**src/rtl/mii_led_tx_pkg.sv**
```systemverilog
`default_nettype none
// ============================================================================
// Module      : mii_led_tx_pkg
// Description : Shared MII nibble constants, CRC-32 constants and transmit
//               state encoding for the LED-command MII transmit path.
// Revision    : 1.0 - initial release
// ============================================================================
package mii_led_tx_pkg;

    // MII line constants: preamble nibble and the nibble that completes the SFD
    localparam logic [3:0] PREAMBLE_NIB = 4'h5;
    localparam logic [3:0] SFD_NIB      = 4'hd;

    // Reflected CRC-32 (IEEE 802.3)
    localparam logic [31:0] CRC32_POLY_REFL = 32'hedb88320;
    localparam logic [31:0] CRC32_INIT      = 32'hffffffff;
    localparam logic [31:0] CRC32_RESIDUE   = 32'hdebb20e3;

    // Fixed frame section lengths in nibbles
    localparam int PREAMBLE_NIBBLES = 15;
    localparam int HEADER_NIBBLES   = 28;
    localparam int FCS_NIBBLES      = 8;

    // Transmit state encoding
    typedef enum logic [2:0] {
        ST_IDLE     = 3'd0,
        ST_PREAMBLE = 3'd1,
        ST_SFD      = 3'd2,
        ST_HEADER   = 3'd3,
        ST_PAYLOAD  = 3'd4,
        ST_FCS      = 3'd5,
        ST_IFG      = 3'd6
    } tx_state_t;

    // Larger of two integers, used to size the shared nibble counter
    function automatic int max_int(input int a, input int b);
        return (a > b) ? a : b;
    endfunction

endpackage
`default_nettype wire

```
**src/rtl/mii_led_tx_if.sv**
```systemverilog
`default_nettype none
// ============================================================================
// Module      : mii_led_tx_if
// Description : Request handshake and MII transmit pins of the LED-command
//               transmitter. master = board logic side, slave = transmitter.
// Revision    : 1.0 - initial release
// ============================================================================
interface mii_led_tx_if;
    logic       start;
    logic [3:0] value;
    logic       busy;
    logic       eth_tx_en;
    logic [3:0] eth_txd;

    modport master (
        output start,
        output value,
        input  busy,
        input  eth_tx_en,
        input  eth_txd
    );

    modport slave (
        input  start,
        input  value,
        output busy,
        output eth_tx_en,
        output eth_txd
    );
endinterface
`default_nettype wire

```
**src/rtl/mii_led_tx_crc32.sv**
```systemverilog
`default_nettype none
// ============================================================================
// Module      : crc32_nibble
// Description : Combinational reflected CRC-32 update over one MII nibble.
//               Bit 0 of the nibble is the first bit on the wire. Shared with
//               the receive path for FCS checking.
// Revision    : 1.0 - initial release
// ============================================================================
module crc32_nibble
    import mii_led_tx_pkg::*;
(
    input  wire logic [31:0] i_crc,
    input  wire logic [3:0]  i_data,
    output logic      [31:0] o_crc
);

    logic [31:0] w_crc;

    // Four LSB-first shift steps of the reflected polynomial division
    always_comb begin
        w_crc = i_crc;
        for (int i = 0; i < 4; i++) begin
            if (w_crc[0] ^ i_data[i]) begin
                w_crc = (w_crc >> 1) ^ CRC32_POLY_REFL;
            end else begin
                w_crc = w_crc >> 1;
            end
        end
        o_crc = w_crc;
    end

endmodule
`default_nettype wire

```
**src/rtl/mii_led_tx.sv**
```systemverilog
`default_nettype none
// ============================================================================
// Module      : mii_led_tx
// Description : MII 4-bit frame transmitter. A start pulse sends one minimum
//               Ethernet frame whose first payload byte carries a 4-bit value,
//               followed by an enforced inter-frame gap.
// Revision    : 1.0 - initial release
// ============================================================================
module mii_led_tx
    import mii_led_tx_pkg::*;
#(
    parameter logic [47:0] DST_MAC     = 48'h123456789abc,
    parameter logic [47:0] SRC_MAC     = 48'h02000000beef,
    parameter logic [15:0] ETHERTYPE   = 16'h88b5,
    parameter int          PAYLOAD_LEN = 46,
    parameter int          IFG_NIBBLES = 24
) (
    input  wire logic  eth_tx_clk,
    input  wire logic  resetn,
    mii_led_tx_if.slave tx
);

    // Byte-reverse the header so byte k of the wire order sits at bits [8k+7:8k]
    function automatic logic [111:0] swap_bytes(input logic [111:0] x);
        logic [111:0] y;
        y = '0;
        for (int k = 0; k < 14; k++) begin
            y[8*k +: 8] = x[111 - 8*k -: 8];
        end
        return y;
    endfunction

    localparam int c_payload_nibbles = 2 * PAYLOAD_LEN;
    localparam int c_max_terminal    = max_int(max_int(max_int(PREAMBLE_NIBBLES, HEADER_NIBBLES),
                                                       max_int(c_payload_nibbles, FCS_NIBBLES)),
                                               IFG_NIBBLES);
    localparam int c_cnt_w           = $clog2(c_max_terminal);

    localparam logic [c_cnt_w-1:0] c_last_preamble = c_cnt_w'(PREAMBLE_NIBBLES - 1);
    localparam logic [c_cnt_w-1:0] c_last_header   = c_cnt_w'(HEADER_NIBBLES - 1);
    localparam logic [c_cnt_w-1:0] c_last_payload  = c_cnt_w'(c_payload_nibbles - 1);
    localparam logic [c_cnt_w-1:0] c_last_fcs      = c_cnt_w'(FCS_NIBBLES - 1);
    localparam logic [c_cnt_w-1:0] c_last_ifg      = c_cnt_w'(IFG_NIBBLES - 1);
    localparam logic [c_cnt_w-1:0] c_cnt_one       = c_cnt_w'(1);

    localparam logic [111:0] c_header_wire = swap_bytes({DST_MAC, SRC_MAC, ETHERTYPE});

    tx_state_t            r_state;
    logic [c_cnt_w-1:0]   r_cnt;
    logic [3:0]           r_value;
    logic [31:0]          r_crc;
    logic                 r_busy;
    logic                 r_tx_en;
    logic [3:0]           r_txd;

    logic [c_cnt_w-2:0]   w_byte_idx;
    logic [7:0]           w_hdr_byte;
    logic [7:0]           w_pay_byte;
    logic [7:0]           w_cur_byte;
    logic [3:0]           w_data_nib;
    logic [3:0]           w_fcs_nib;
    logic [31:0]          w_crc_next;

    // Byte mux for header/payload: two nibbles per byte, low nibble first
    always_comb begin
        w_byte_idx = r_cnt[c_cnt_w-1:1];
        w_hdr_byte = 8'(c_header_wire >> {w_byte_idx, 3'b000});
        w_pay_byte = (w_byte_idx == '0) ? {4'h0, r_value} : 8'h00;
        w_cur_byte = (r_state == ST_HEADER) ? w_hdr_byte : w_pay_byte;
        w_data_nib = r_cnt[0] ? w_cur_byte[7:4] : w_cur_byte[3:0];
        w_fcs_nib  = 4'(~r_crc >> {r_cnt[2:0], 2'b00});
    end

    crc32_nibble u_crc (
        .i_crc  (r_crc),
        .i_data (w_data_nib),
        .o_crc  (w_crc_next)
    );

    // Frame sequencer: each edge registers the nibble for the current count and advances
    always_ff @(posedge eth_tx_clk or negedge resetn) begin
        if (!resetn) begin
            r_state <= ST_IDLE;
            r_cnt   <= '0;
            r_value <= 4'h0;
            r_crc   <= CRC32_INIT;
            r_busy  <= 1'b0;
            r_tx_en <= 1'b0;
            r_txd   <= 4'h0;
        end else begin
            case (r_state)
                ST_IDLE: begin
                    r_tx_en <= 1'b0;
                    r_txd   <= 4'h0;
                    r_cnt   <= '0;
                    if (tx.start && !r_busy) begin
                        r_value <= tx.value;
                        r_busy  <= 1'b1;
                        r_state <= ST_PREAMBLE;
                    end
                end
                ST_PREAMBLE: begin
                    r_tx_en <= 1'b1;
                    r_txd   <= PREAMBLE_NIB;
                    if (r_cnt == c_last_preamble) begin
                        r_cnt   <= '0;
                        r_state <= ST_SFD;
                    end else begin
                        r_cnt <= r_cnt + c_cnt_one;
                    end
                end
                ST_SFD: begin
                    r_tx_en <= 1'b1;
                    r_txd   <= SFD_NIB;
                    r_crc   <= CRC32_INIT;
                    r_cnt   <= '0;
                    r_state <= ST_HEADER;
                end
                ST_HEADER: begin
                    r_tx_en <= 1'b1;
                    r_txd   <= w_data_nib;
                    r_crc   <= w_crc_next;
                    if (r_cnt == c_last_header) begin
                        r_cnt   <= '0;
                        r_state <= ST_PAYLOAD;
                    end else begin
                        r_cnt <= r_cnt + c_cnt_one;
                    end
                end
                ST_PAYLOAD: begin
                    r_tx_en <= 1'b1;
                    r_txd   <= w_data_nib;
                    r_crc   <= w_crc_next;
                    if (r_cnt == c_last_payload) begin
                        r_cnt   <= '0;
                        r_state <= ST_FCS;
                    end else begin
                        r_cnt <= r_cnt + c_cnt_one;
                    end
                end
                ST_FCS: begin
                    // CRC register holds still here; the FCS is read from it
                    r_tx_en <= 1'b1;
                    r_txd   <= w_fcs_nib;
                    if (r_cnt == c_last_fcs) begin
                        r_cnt   <= '0;
                        r_state <= ST_IFG;
                    end else begin
                        r_cnt <= r_cnt + c_cnt_one;
                    end
                end
                ST_IFG: begin
                    r_tx_en <= 1'b0;
                    r_txd   <= 4'h0;
                    if (r_cnt == c_last_ifg) begin
                        r_cnt   <= '0;
                        r_busy  <= 1'b0;
                        r_state <= ST_IDLE;
                    end else begin
                        r_cnt <= r_cnt + c_cnt_one;
                    end
                end
                default: begin
                    r_state <= ST_IDLE;
                    r_cnt   <= '0;
                    r_busy  <= 1'b0;
                    r_tx_en <= 1'b0;
                    r_txd   <= 4'h0;
                end
            endcase
        end
    end

    assign tx.busy      = r_busy;
    assign tx.eth_tx_en = r_tx_en;
    assign tx.eth_txd   = r_txd;

endmodule
`default_nettype wire

```
**src/flat_wrapper.sv**
```systemverilog
// flat-port wrapper written by rule: the top's interface ports become plain ports
module mii_led_tx_flat import mii_led_tx_pkg::*;
#(
    parameter logic [47:0] DST_MAC     = 48'h123456789abc,
    parameter logic [47:0] SRC_MAC     = 48'h02000000beef,
    parameter logic [15:0] ETHERTYPE   = 16'h88b5,
    parameter int          PAYLOAD_LEN = 46,
    parameter int          IFG_NIBBLES = 24
)
  (eth_tx_clk, resetn, tx_start, tx_value, tx_busy, tx_eth_tx_en, tx_eth_txd);
  mii_led_tx_if tx_i ();
  input  wire logic eth_tx_clk;
  input  wire logic resetn;
  input wire logic [$bits(tx_i.start)-1:0] tx_start;
  input wire logic [$bits(tx_i.value)-1:0] tx_value;
  output wire logic [$bits(tx_i.busy)-1:0] tx_busy;
  output wire logic [$bits(tx_i.eth_tx_en)-1:0] tx_eth_tx_en;
  output wire logic [$bits(tx_i.eth_txd)-1:0] tx_eth_txd;
  assign tx_i.start = tx_start;
  assign tx_i.value = tx_value;
  assign tx_busy = tx_i.busy;
  assign tx_eth_tx_en = tx_i.eth_tx_en;
  assign tx_eth_txd = tx_i.eth_txd;
  mii_led_tx #(.DST_MAC(DST_MAC), .SRC_MAC(SRC_MAC), .ETHERTYPE(ETHERTYPE), .PAYLOAD_LEN(PAYLOAD_LEN), .IFG_NIBBLES(IFG_NIBBLES)) u_core (.eth_tx_clk(eth_tx_clk), .resetn(resetn), .tx(tx_i));
endmodule
```
**config.mk**
```make
export PLATFORM = sky130hd
export DESIGN_NAME = mii_led_tx_flat
export DESIGN_NICKNAME = d
export VERILOG_FILES = /design/src/rtl/mii_led_tx_pkg.sv /design/src/rtl/mii_led_tx_if.sv /design/src/rtl/mii_led_tx_crc32.sv /design/src/rtl/mii_led_tx.sv /design/src/flat_wrapper.sv
export SDC_FILE = /design/constraint.sdc
export NUM_CORES = 1
export LEC_CHECK = 0
export CORE_MARGIN = 1.5
export CORE_UTILIZATION = 35
export DETAILED_ROUTE_END_ITERATION = 10
export GPL_ROUTABILITY_DRIVEN = 1
export PLACE_DENSITY = 0.5
export SLEW_MARGIN = 20
export SYNTH_ARGS = -nofsm -noshare
export SYNTH_HDL_FRONTEND = slang
export SYNTH_SLANG_ARGS = --single-unit
export TNS_END_PERCENT = 10
```
**constraint.sdc**
```tcl
create_clock -name eth_tx_clk -period 2.75 [get_ports eth_tx_clk]
set_input_delay 0.4125 -clock eth_tx_clk [delete_from_list [all_inputs] [get_ports eth_tx_clk]]
set_output_delay 0.4125 -clock eth_tx_clk [all_outputs]
set_load 0.005 [all_outputs]
```
==> run metrics <==
Routed Antenna Nets=0; layout cell share with drive strength beyond 1=26.6%; Worst Slack Setup Final=148 ps; Clock transition at path regs=100 ps; crit-path max FO=13; Initial Util=36.7%; Most used DFF post-synth=dfstp_2; DRC Markers=0; DR vias=2413; CP Launch Type=register; vias in the first global route=2584; routability cong.=0.918; WL/cell=17.5 um; io pins=13; Routed Wire Length=7810 um; 1st-iter DRT viols=98; Max H-tree Level=2; Setup CP Type=register to register; multi-input logic area=1810 um2; Skew-Pair Late Insertion Delay=320 ps; Die Ht=99.3 um; pwr dens=352 nW/um2; Clock Sinks=52; share of Yosys cell area claimed by the top area cell type=25.9%; Setup crit end kind=register; Syn Nets=327; most common cell in the netlist=nor2_1; synthesized instance count=318; number of enable flip-flop cells after synthesis=0; Avg Cell Area, Syn=10.2 um2; headroom to the max-slew limit=59.0%; fmax=384 MHz; post-CTS setup buffer count=0; number of antenna violations at the first check in global routing=0; CP Buf/Inv Count=0; Hold Fails Final Rpt=0; Post-Route Setup TNS=0 ps; Final period util=94.6%; Seq/Total Area, Yosys=41.3%; TritonCTS clock tree=done; Synth cell types=51; Core ar.=8850 um2; worst vdd ir=0.000179 V; Detailed Place HPWL=5530 um; clk_skew=10.2 ps; Final #Nets=346; GR Util All Layers=17.3%; Syn. warnings=0; Max Cap Viol=0; Static Leak=1.45 nW; pin count of the biggest net entering global routing=33; post-route minimum period=2600 ps; global route overflow=0; Port Buffers=12; Async SR Flop Fraction=100%; drt via density=5.41; most instantiated cells after synthesis=38 x nor2_1, 32 x dfstp_2, 28 x a21oi_1; ANT cells=0; critical path arrival=2850 ps; Die Wd=99.3 um; die area=9870 um2; critical path's top delay family=XOR/XNOR gates; first-pass GRT wire length=13400 um; #FFs+latches synth=52; mapped cell area=3250 um2; Final setup viols=0; area delta synth->final=14.6%; ranking of synthesized cells by area=dfstp_2 26%, dfrtp_1 15%, xnor2_1 5.9%; clock buffer depth=2; CP Data Required Time=3000 ps; leading area contributor after synthesis=dfstp_2; status=complete, no violations; Num CTS Buffers=5; crit path cell chain=or3b_1 -> a32o_1 -> a41oi_2 -> xnor2_4 -> xnor3_1 -> xor2_1 -> a21oi_1; unrepaired setup endpoints after global routing=no; CTS root buf=clkbuf_8; Pwr Total=0.00131 W; First-pass DRT Iterations=4; dpl ws=66.5 ps; register area=1340 um2; # fillers=898; slowest cell on the critical path=dfrtp_1; worst min path class=primary input to asynchronous set/reset pin; cts-stage hold buffer count=0; max-slew violation count=0; row count=34; Final Util=42.1%; CP peak stage delay=540 ps; worst slew pin tran=615 ps
[cell families (layout without fill, tap and decap cells)]
| kind of cell | Yosys count | after routing | synth area share [%] |
|---|---|---|---|
| flops | 52 | 52 | 41.3 |
| mux | 15 | 15 | 7.86 |
| xor+xnor | 45 | 45 | 15.4 |
| fa+ha+maj | 2 | 2 | 0.770 |
| buf+inv | 31 | 51 | 3.93 |
| compound gates | 76 | 76 | 15.8 |
| simple gates | 97 | 97 | 15.0 |
[flip-flops by register name (all words and copies together), names as in the netlist]
register             cells
u_core.r_value           4
u_core.r_state           3
u_core.tx.eth_tx_en      1
u_core.tx.busy           1
u_core.r_crc            32
u_core.tx.eth_txd        4
u_core.r_cnt             7
[routing by layer]
metal	GRT usage (%)	share of wire (%)
met5	0	0
met4	4.66	1.5
met3	2.60	2.9
met2	29.2	50
met1	23.3	45
[area by class of cell]
| cell class | instances | area share (%) |
|---|---|---|
| multi-input combinational | 235 | 48.7 |
| sequential | 52 | 36.1 |
| timing repair buffer | 37 | 8.13 |
| tap | 108 | 3.63 |
| clock buffer | 7 | 2.62 |
| inverter | 6 | 0.605 |
| clock inverter | 1 | 0.235 |
[power breakdown]
group          internal [W]  switching [W]
registers          0.000767              0
clock network      0.000239       0.000281
logic            0.00000883      0.0000166
total               0.00102       0.000297
[placed cells by master, fill, tap and decap left out, types with 2 or more instances in the layout]
master,n
a22o_1,3
a21oi_1,28
ha_1,2
o31ai_1,3
xnor3_1,5
clkdlybuf4s50_1,11
inv_1,6
mux4_2,8
o21ai_0,6
nor3_1,6
mux2i_1,2
o22ai_1,4
a32o_1,2
a31oi_1,9
nand3_1,6
nand2_1,20
nor2b_1,8
clkbuf_8,5
buf_4,25
nand2b_1,2
dfrtp_1,19
o22a_1,9
nand4_1,2
nand3b_1,2
xor2_1,14
and2_1,3
mux2_2,4
nor2_1,38
a211oi_1,4
dfstp_2,32
xnor2_1,22
and4_1,2
xnor2_4,2
[final timing paths]
path / start / cells after the start / to / slack, ps
hold reg to reg: u_core.r_crc[5] / 2 / u_core.r_crc[5] / 520
setup reg to reg: u_core.r_cnt[4] / 7 / u_core.r_crc[29] / 150
setup / recovery: u_core.r_cnt[4] / 7 / u_core.r_crc[29] / 150
min in group eth_tx_clk: u_core.r_crc[5] / 2 / u_core.r_crc[5] / 520
max in group asynchronous: resetn / 2 / u_core.r_crc[2] / 1950
hold / removal: resetn / 1 / u_core.r_state[2] / 90
[per-stage QoR]
step                      instance area [um2]  instances  hold slack [ps]
after floorplan                          3250        318              117
after global placement                   3580        438              462
after detailed placement                 3580        438              467
after CTS                                3690        446              119
after global routing                     3720        446              129
final                                    3720        446             94.1
[what timing repair did]
item | in CTS | in global routing
resized for setup | 0 | 5
setup endpoints to repair | 0 | 15
endpoints found under the hold margin | 0 | 0
Note: power is estimated with default switching activity, not from simulation.
